`config.mk`:
```
export PLATFORM = sky130hd
export DESIGN_NAME = serial_adder_subtractor
export DESIGN_NICKNAME = d
export VERILOG_FILES = /design/src/rtl/serial_addsub_pkg.sv /design/src/rtl/serial_adder_subtractor_full_adder_1bit.sv /design/src/rtl/serial_adder_subtractor.sv
export SDC_FILE = /design/constraint.sdc
export NUM_CORES = 1
export LEC_CHECK = 0
export BUFFER_PORTS_ARGS = -buffer_cell sky130_fd_sc_hd__buf_2
export CORE_MARGIN = 2
export CORE_UTILIZATION = 56
export DETAILED_ROUTE_END_ITERATION = 6
export PLACE_DENSITY = 0.87
export SYNTH_ARGS = -nofsm -noshare
export SYNTH_HDL_FRONTEND = slang
export SYNTH_SLANG_ARGS = --single-unit
```
`constraint.sdc`:
```
create_clock -name i_clk -period 2.6 [get_ports i_clk]
set_clock_uncertainty 0.2 [all_clocks]
set_input_delay 0.39 -clock i_clk [delete_from_list [all_inputs] [get_ports i_clk]]
set_output_delay 0.39 -clock i_clk [all_outputs]
set_load 0.02 [all_outputs]
```
`src/rtl/serial_addsub_pkg.sv`:
```
`default_nettype none
// ============================================================================
// Module  : serial_addsub_pkg
// Brief   : Shared types and constants for the bit-serial adder/subtractor.
// Revision: 1.0 - initial release
// ============================================================================
package serial_addsub_pkg;

  // Control FSM states of the serial datapath
  typedef enum logic [1:0] {
    IDLE = 2'd0,
    RUN  = 2'd1,
    DONE = 2'd2
  } state_t;

  // Operation select encoding for i_Mode
  localparam logic MODE_ADD = 1'b0;
  localparam logic MODE_SUB = 1'b1;

endpackage : serial_addsub_pkg
`default_nettype wire

```
`src/rtl/serial_adder_subtractor_full_adder_1bit.sv`:
```
`default_nettype none
// ============================================================================
// Module  : full_adder_1bit
// Brief   : Single combinational full-adder cell reused for every bit position.
// Revision: 1.0 - initial release
// ============================================================================
module full_adder_1bit (
  input  logic a,
  input  logic b,
  input  logic cin,
  output logic sum,
  output logic cout
);

  // Sum is the parity of the inputs, carry is their majority
  always_comb begin
    sum  = a ^ b ^ cin;
    cout = (a & b) | (a & cin) | (b & cin);
  end

endmodule : full_adder_1bit
`default_nettype wire

```
`src/rtl/serial_adder_subtractor.sv`:
```
`default_nettype none
// ============================================================================
// Module  : serial_adder_subtractor
// Brief   : Bit-serial adder/subtractor. Operands are captured on an accepted
//           start, processed LSB-first through one full-adder cell and a
//           carry flip-flop, and the parallel result is presented with a
//           one-cycle valid strobe.
// Options : SERIAL_ADDSUB_OVERFLOW_EN - adds o_Overflow (signed overflow flag)
// Revision: 1.0 - initial release
// ============================================================================
module serial_adder_subtractor
  import serial_addsub_pkg::*;
#(
  parameter int WIDTH = 4
) (
  input  logic             i_clk,
  input  logic             i_reset,
  input  logic             i_Start,
  input  logic [WIDTH-1:0] i_A,
  input  logic [WIDTH-1:0] i_B,
  input  logic             i_Mode,
  output logic             o_Ready,
  output logic             o_Busy,
  output logic             o_Valid,
  output logic [WIDTH-1:0] o_Sum,
`ifdef SERIAL_ADDSUB_OVERFLOW_EN
  output logic             o_Overflow,
`endif
  output logic             o_Cout
);

  localparam int                 CNT_W    = (WIDTH > 1) ? $clog2(WIDTH) : 1;
  localparam logic [CNT_W-1:0]   CNT_LAST = CNT_W'(WIDTH - 1);

  state_t             state_q, state_d;
  logic [WIDTH-1:0]   a_sh_q, a_sh_d;
  logic [WIDTH-1:0]   b_sh_q, b_sh_d;
  logic [WIDTH-1:0]   res_sh_q, res_sh_d;
  logic               carry_q, carry_d;
  logic [CNT_W-1:0]   cnt_q, cnt_d;
  logic [WIDTH-1:0]   sum_q, sum_d;
  logic               cout_q, cout_d;
  logic               valid_q, valid_d;
  logic               w_fa_sum;
  logic               w_fa_cout;
  logic               w_accept;
`ifdef SERIAL_ADDSUB_OVERFLOW_EN
  logic               ovf_q, ovf_d;
`endif

  // The one arithmetic cell: always looks at the current LSBs and the carry
  full_adder_1bit u_fa (
    .a    (a_sh_q[0]),
    .b    (b_sh_q[0]),
    .cin  (carry_q),
    .sum  (w_fa_sum),
    .cout (w_fa_cout)
  );

  assign o_Ready  = (state_q == IDLE) || (state_q == DONE);
  assign o_Busy   = (state_q == RUN);
  assign o_Valid  = valid_q;
  assign o_Sum    = sum_q;
  assign o_Cout   = cout_q;
  assign w_accept = o_Ready && i_Start;
`ifdef SERIAL_ADDSUB_OVERFLOW_EN
  assign o_Overflow = ovf_q;
`endif

  // Next-state, datapath shifting and result capture
  always_comb begin
    state_d  = state_q;
    a_sh_d   = a_sh_q;
    b_sh_d   = b_sh_q;
    res_sh_d = res_sh_q;
    carry_d  = carry_q;
    cnt_d    = cnt_q;
    sum_d    = sum_q;
    cout_d   = cout_q;
    valid_d  = 1'b0;
`ifdef SERIAL_ADDSUB_OVERFLOW_EN
    ovf_d    = ovf_q;
`endif
    case (state_q)
      IDLE, DONE: begin
        state_d = IDLE;
        if (w_accept) begin
          // Subtraction is A + ~B + 1: invert B here and seed the carry with 1
          state_d = RUN;
          a_sh_d  = i_A;
          b_sh_d  = i_B ^ {WIDTH{i_Mode}};
          carry_d = (i_Mode == MODE_SUB);
          cnt_d   = '0;
        end
      end
      RUN: begin
        carry_d  = w_fa_cout;
        res_sh_d = {w_fa_sum, res_sh_q[WIDTH-1:1]};
        a_sh_d   = a_sh_q >> 1;
        b_sh_d   = b_sh_q >> 1;
        if (cnt_q == CNT_LAST) begin
          // MSB cell just evaluated: publish the full result
          state_d = DONE;
          sum_d   = {w_fa_sum, res_sh_q[WIDTH-1:1]};
          cout_d  = w_fa_cout;
          valid_d = 1'b1;
`ifdef SERIAL_ADDSUB_OVERFLOW_EN
          // carry_q is the carry into the MSB at this point
          ovf_d   = carry_q ^ w_fa_cout;
`endif
        end else begin
          cnt_d = cnt_q + CNT_W'(1);
        end
      end
      default: state_d = IDLE;
    endcase
  end

  // State and datapath registers; reset aborts any operation in flight
  always_ff @(posedge i_clk or posedge i_reset) begin
    if (i_reset) begin
      state_q  <= IDLE;
      a_sh_q   <= '0;
      b_sh_q   <= '0;
      res_sh_q <= '0;
      carry_q  <= 1'b0;
      cnt_q    <= '0;
      sum_q    <= '0;
      cout_q   <= 1'b0;
      valid_q  <= 1'b0;
`ifdef SERIAL_ADDSUB_OVERFLOW_EN
      ovf_q    <= 1'b0;
`endif
    end else begin
      state_q  <= state_d;
      a_sh_q   <= a_sh_d;
      b_sh_q   <= b_sh_d;
      res_sh_q <= res_sh_d;
      carry_q  <= carry_d;
      cnt_q    <= cnt_d;
      sum_q    <= sum_d;
      cout_q   <= cout_d;
      valid_q  <= valid_d;
`ifdef SERIAL_ADDSUB_OVERFLOW_EN
      ovf_q    <= ovf_d;
`endif
    end
  end

endmodule : serial_adder_subtractor
`default_nettype wire

```
; Word level (Yosys, flattened, before mapping)
; Cells that the tools add are included.
[totals]
register_bits = 23
inputBits = 12
output_inout_bits = 8
[classes]
mux = 14
eq_ne = 6
bitwise = 8
add_sub_neg = 1
n_reduce_logical = 8
[op_table]
columns = op, n
row1 = case mux 4 bit (2 select lines), 2
row2 = 2-to-1 mux 4 bit, 2
row3 = case mux 2 bit (2 select lines), 2
row4 = 2-to-1 mux 2 bit, 3
row5 = == test 2 bit (second input constant), 2
row6 = 2-to-1 mux 1 bit, 4
row7 = inequality test 2 bit (second input constant), 2
row8 = AND reduction 2 bit, 2
row9 = bitwise XOR 4 bit, 1
row10 = AND 1 bit, 3
row11 = AND reduction 3 bit, 1
row12 = adder 2 x 1 -> 2 bit (second input constant), 1
row13 = == test 2 x 1 -> 1 bit (second input constant), 1
row14 = logical NOT 2 bit, 1
row15 = inequality test 2 x 1 -> 1 bit (second input constant), 1
row16 = bitwise OR 1 bit, 2
row17 = case mux 1 bit (2 select lines), 1
row18 = nonzero test 2 bit, 1
row19 = OR reduction 2 bit, 1
row20 = bitwise XOR 1 bit, 2
row21 = logical AND 1 bit, 1
row22 = logical OR 1 bit, 1

; Logic depth before layout (Yosys ltp)
[logic_depth]
ltp_word = 5
mapped_depth = 4
ltp_nobuf = 4

; By module
; Synthesis repeated with hierarchy kept, for this count alone.
[hier_totals]
cells_unflattened = 71
hier_area_um2 = 953.4
[modules_own_cells]
columns = mod, seq_area_each_um2, cells_each, area_per_inst_um2, n_inst
row1 = serial_adder_subtractor, 550.5, 70, 933.4, 1
row2 = full_adder_1bit, 0.0, 1, 20.0, 1

; Worst setup path after synthesis
; No wires, ideal clock.
[synth_path]
path_type = reg-to-reg
from = reg carry_q
to = reg carry_q
stages_incl_launch_ff = 4
arrival_time_ns = 1.138
setup_slack_ns = 1.143
period_less_slack_ns = 1.457
path_buffers = 0
path_cell_list = dfrtp_1 > fa_1 > a22o_1 > a21o_1
[synth_between]
elab_chain_len = 4
word_cells_on_any_way = 5
[synth_rtl]
columns = item, line_no
row1 = "start, declared", serial_adder_subtractor.sv:39  ; logic carry_q, carry_d;
row2 = "start signal, assigned", serial_adder_subtractor.sv:139  ; carry_q <= carry_d;
row3 = AND 1 bit, serial_adder_subtractor_full_adder_1bit.sv:18  ; cout = (a & b) | (a & cin) | (b & cin);
row4 = bitwise OR 1 bit, serial_adder_subtractor_full_adder_1bit.sv:18
row5 = bitwise OR 1 bit *, serial_adder_subtractor_full_adder_1bit.sv:18
row6 = named net u_fa.cout, serial_adder_subtractor_full_adder_1bit.sv:12  ; output logic cout
row7 = case mux 1 bit (2 select lines) *, serial_adder_subtractor.sv:84  ; case (state_q)
; The timed path passes the listed nets; every way through them passes the cells marked *.
; A chain may end at the register's enable or synchronous reset.

; Final worst setup path
[layout_path]
from = reg state_q[1]
to = out o_Busy
[layout_between]
elab_chain_len = 1
[layout_rtl]
columns = item, line_no
row1 = "start, declared", serial_adder_subtractor.sv:35  ; state_t state_q, state_d;
row2 = "start signal, assigned", serial_adder_subtractor.sv:135  ; state_q <= state_d;
row3 = == test 2 x 1 -> 1 bit, serial_adder_subtractor.sv:61  ; assign o_Busy = (state_q == RUN);
row4 = "end, declared", serial_adder_subtractor.sv:23  ; output logic o_Busy,
; Every way passes these cells.

==> metrics.md <==
| Metric | Value |
|---|---|
| Switching power | 0.5203 mW |
| Met3 wire length | 73 um |
| Worst Setup End Kind | output pin |
| Hpwl dp | 1146 um |
| Core footprint | 0.001670 mm2 |
| Tcrit/Tclk final | 72.09% |
| Number of sinks handled by clock tree synthesis | 22 |
| Power per unit of standard cell area | 1296 mW/mm2 |
| Count of warnings emitted by yosys | 0 |
| Cell with the largest stage delay on the worst path | sky130_fd_sc_hd__dfrtp_1 |
| # placed instances | 105 |
| CTS resizes | 0 |
| Clk pin slew, worst setup/hold paths | 120 ps |
| Final design utilization | 66.52% |
| Total global routing track utilization | 18.05% |
| Number of buffers inserted during clock tree synthesis | 3 |
| Via count | 580 |
| Max capacitance violation total | 0 |
| Area growth, synth to finish | 14.29% |
| Metal-1 WL | 687 um |
| Final Hold Violating Endpoints | 0 |
| Pin count of the biggest net entering global routing | 23 |
| Antenna Nets Post-Route | 0 |
| Layout Cell Area excl Fill | 0.001111 mm2 |
| Drt first pass iters | 4 |
| Clock insertion delay at the later pin of the skew report | 300 ps |
| Maximum single-stage delay on the critical path | 400 ps |
| TritonCTS clock tree | yes |
| Initial DRC Count | 5 |
| Yosys top cell by area | sky130_fd_sc_hd__dfrtp_1 |
| Number of cells on the critical path | 2 |
| Kind of launch point of the worst setup path | flip-flop |
| Y dimension of the die | 45.67 um |
| Power Internal | 0.9198 mW |
| Number of enable flip-flop cells after synthesis | 0 |
| Antenna violations before repair | 0 |
| Worst slack at placement | 1006 ps |
| Number of distinct standard cells referenced by the synthesized netlist | 25 |
| RD Place Congestion | 0.6661 |
| Highest achievable clock rate | 533.5 MHz |
| Unrepaired setup endpoints after global routing | no |
| Root buffer cell | sky130_fd_sc_hd__clkbuf_4 |
| Worst R2R Setup Slack | 1000 ps |
| Share of power burned in combinational logic | 45.4% |
| Bufs on Longest Clock Path | 2 |
| Arrival @ worst endpoint | 1280 ps |
| First-pass GRT wire length | 2628 um |
| Post-CTS Setup Bufs | 0 |
| Beginning of the worst register-to-register path | cnt_q[0] |
| Top cell type's share of synthesized area | 56.63% |
| Post-DR wirelength/cell | 13.77 um |
| Buf/Inv on CP | 1 |
| Measured slew at the worst slew-check pin | 804.3 ps |
| Overall die width | 45.67 um |
| Top routing layer used | met4 |
| Outcome | finished, final reports clean |
| Count of mapped cells out of synthesis | 71 |
| Post-synthesis register bit count | 22 |
| Worst rel slew slack | 46.32% |
| Number of nets in the layout | 107 |
| Critical register-to-register path endpoint | cnt_q[0] |
| Average size of a mapped cell | 13.69 um2 |
| Std cell rows | 15 |
| H-Tree Level Count | 1 |
| Final number of setup-violating endpoints | 0 |
| Largest driver fanout on the critical path | 13 |
| Number of top-level design ports | 20 |
| Via count of the first global-routing pass | 600 |
| Effective utilization at floorplan | 58.20% |
| Dominant synthesized flop cell | sky130_fd_sc_hd__dfrtp_1 |
| Met2 wire len | 728 um |
| Post-CTS Hold Fix Bufs | 0 |
| Final total power | 1.440 mW |
| Fraction of registers with async set or reset after synthesis | 100.0% |
| Min cycle time layout | 1874 ps |
| Final slew viol count | 0 |
| Tightest hold margin | 18.75 ps |
| Worst min path class | input port to asynchronous set/reset pin |
| Worst setup slack after layout | 725.7 ps |
| Kind of cell adding the most delay to the critical path | flip-flops |
| Total placed instance area | 0.001075 mm2 |
| Wire length reported by the detailed router | 1501 um |
| Switching part of the total power | 36.13% |
| Area of the die | 0.002085 mm2 |
| WP data required | 2010 ps |
| Kind of critical path | flip-flop to output pin |
| Register share of total power | 41.6% |
| Most instantiated cells after synthesis | 22 x sky130_fd_sc_hd__dfrtp_1, 6 x sky130_fd_sc_hd__a22o_1, 5 x sky130_fd_sc_hd__mux2_4 |
| Net count of the mapped netlist | 85 |
| Leakage | 0.5999 nW |
| Cells traversed along the worst timing path | and2b_4 > buf_2 |
| N_diodes | 0 |
| Cell types occupying the most area after synthesis | sky130_fd_sc_hd__dfrtp_1 57%, sky130_fd_sc_hd__mux2_4 7.7%, sky130_fd_sc_hd__a22o_1 5.4% |
| Number of cells traversed by the worst register-to-register path | 3 |
| Non-filler instance count after layout | 109 |
| # DRC | 0 |
| Clock share of power | 12.9% |
| Peak supply drop | 0.6369 mV |
| Most repeated cell in the gate-level netlist after synthesis | sky130_fd_sc_hd__dfrtp_1 |
| Total global routing overflow | 0 |
| Fraction of layout instances using a drive strength above 1 | 40.22% |
| Via-to-Cell Ratio | 5.321 |
| Quantity of I/O buffers inserted on ports | 19 |
| Total standard cell area after synthesis | 972.2 um2 |
| Setup TNS after final layout | 0 ps |
| Sequential-to-total area share from yosys stat | 56.63% |
sequential cells by signal, summed over array words and instances, names as in the netlist:
register,cells
res_sh_q,3
o_Valid,1
state_q,2
a_sh_q,4
carry_q,1
cnt_q,2
b_sh_q,4
o_Sum,4
o_Cout,1
layer usage:
layer | track usage [%] | vias to the layer above
met5 | 0 | -
met3 | 2.778 | 2
li1 | - | 290
met2 | 27.04 | 15
met4 | 10.59 | 0
met1 | 24.68 | 273
area by class of cell:
class	count	area [um2]
Multi-Input combinational cell	42	385.4
Fill cell	128	559.3
Timing Repair Buffer	20	102.6
Clock buffer	4	36.28
Inverter	4	15.01
Tap cell	17	21.27
Sequential cell	22	550.5
logic make-up after synthesis:
kind of cell / count (synthesis) / synth area share (%)
AOI/OAI and AO/OA: 14 / 12.10
xor gates and xnor gates: 4 / 3.604
adders and majority gates: 2 / 3.346
buffers and inverters: 7 / 3.732
DFF: 22 / 56.63
muxes: 9 / 12.23
and+or+nand+nor: 13 / 8.367
worst max-delay path by stage:
stage | start | endpoint | slack, ps
6_report | state_q[1] | o_Busy | 730
5_1_grt | state_q[1] | o_Busy | 670
4_1_cts | state_q[1] | o_Busy | 710
3_5_place_dp | cnt_q[0] | cnt_q[0] | 1010
3_3_place_gp | state_q[1] | o_Sum[3] | 1060
2_1_floorplan | carry_q | carry_q | 1140
worst register-to-register path: cells and delay by family (launching register included):
family	cells	cell delay, ps
mux	1	250
fa+ha+maj	1	250
flops	1	420
simple gates	1	420
power by group through the flow:
stage / combinational (mW) / sequential (mW) / clock [mW]
after CTS: 0.666 / 0.602 / 0.192
after floorplan: 0.488 / 0.637 / 0
final: 0.654 / 0.600 / 0.186
after global routing: 0.726 / 0.622 / 0.205
after detailed placement: 0.664 / 0.611 / 0
after global placement: 0.636 / 0.601 / 0
layout by cell type (no fill, tap or decap):
master                     synthesis  layout
sky130_fd_sc_hd__and2b_4           1       1
sky130_fd_sc_hd__nor2b_1           1       1
sky130_fd_sc_hd__o21ai_0           1       1
sky130_fd_sc_hd__a21o_1            4       4
sky130_fd_sc_hd__mux2_2            3       3
sky130_fd_sc_hd__inv_1             3       3
sky130_fd_sc_hd__inv_2             1       1
sky130_fd_sc_hd__nor2_1            3       3
sky130_fd_sc_hd__fa_1              1       1
sky130_fd_sc_hd__clkbuf_4          0       3
sky130_fd_sc_hd__nand2_1           3       3
sky130_fd_sc_hd__a221o_1           3       3
sky130_fd_sc_hd__mux2_4            5       5
sky130_fd_sc_hd__a22o_1            6       6
sky130_fd_sc_hd__or2_2             1       1
sky130_fd_sc_hd__nor3b_1           1       1
sky130_fd_sc_hd__nand2_4           1       1
sky130_fd_sc_hd__buf_2             2      19
sky130_fd_sc_hd__nand2b_1          1       1
sky130_fd_sc_hd__mux2i_1           1       1
sky130_fd_sc_hd__xnor2_1           3       3
sky130_fd_sc_hd__dfrtp_1          22      22
sky130_fd_sc_hd__nor2_4            1       1
sky130_fd_sc_hd__buf_4             0       1
sky130_fd_sc_hd__ha_1              1       1
sky130_fd_sc_hd__clkbuf_8          0       1
sky130_fd_sc_hd__xor2_1            1       1
Power figures use the tool's default switching activity.
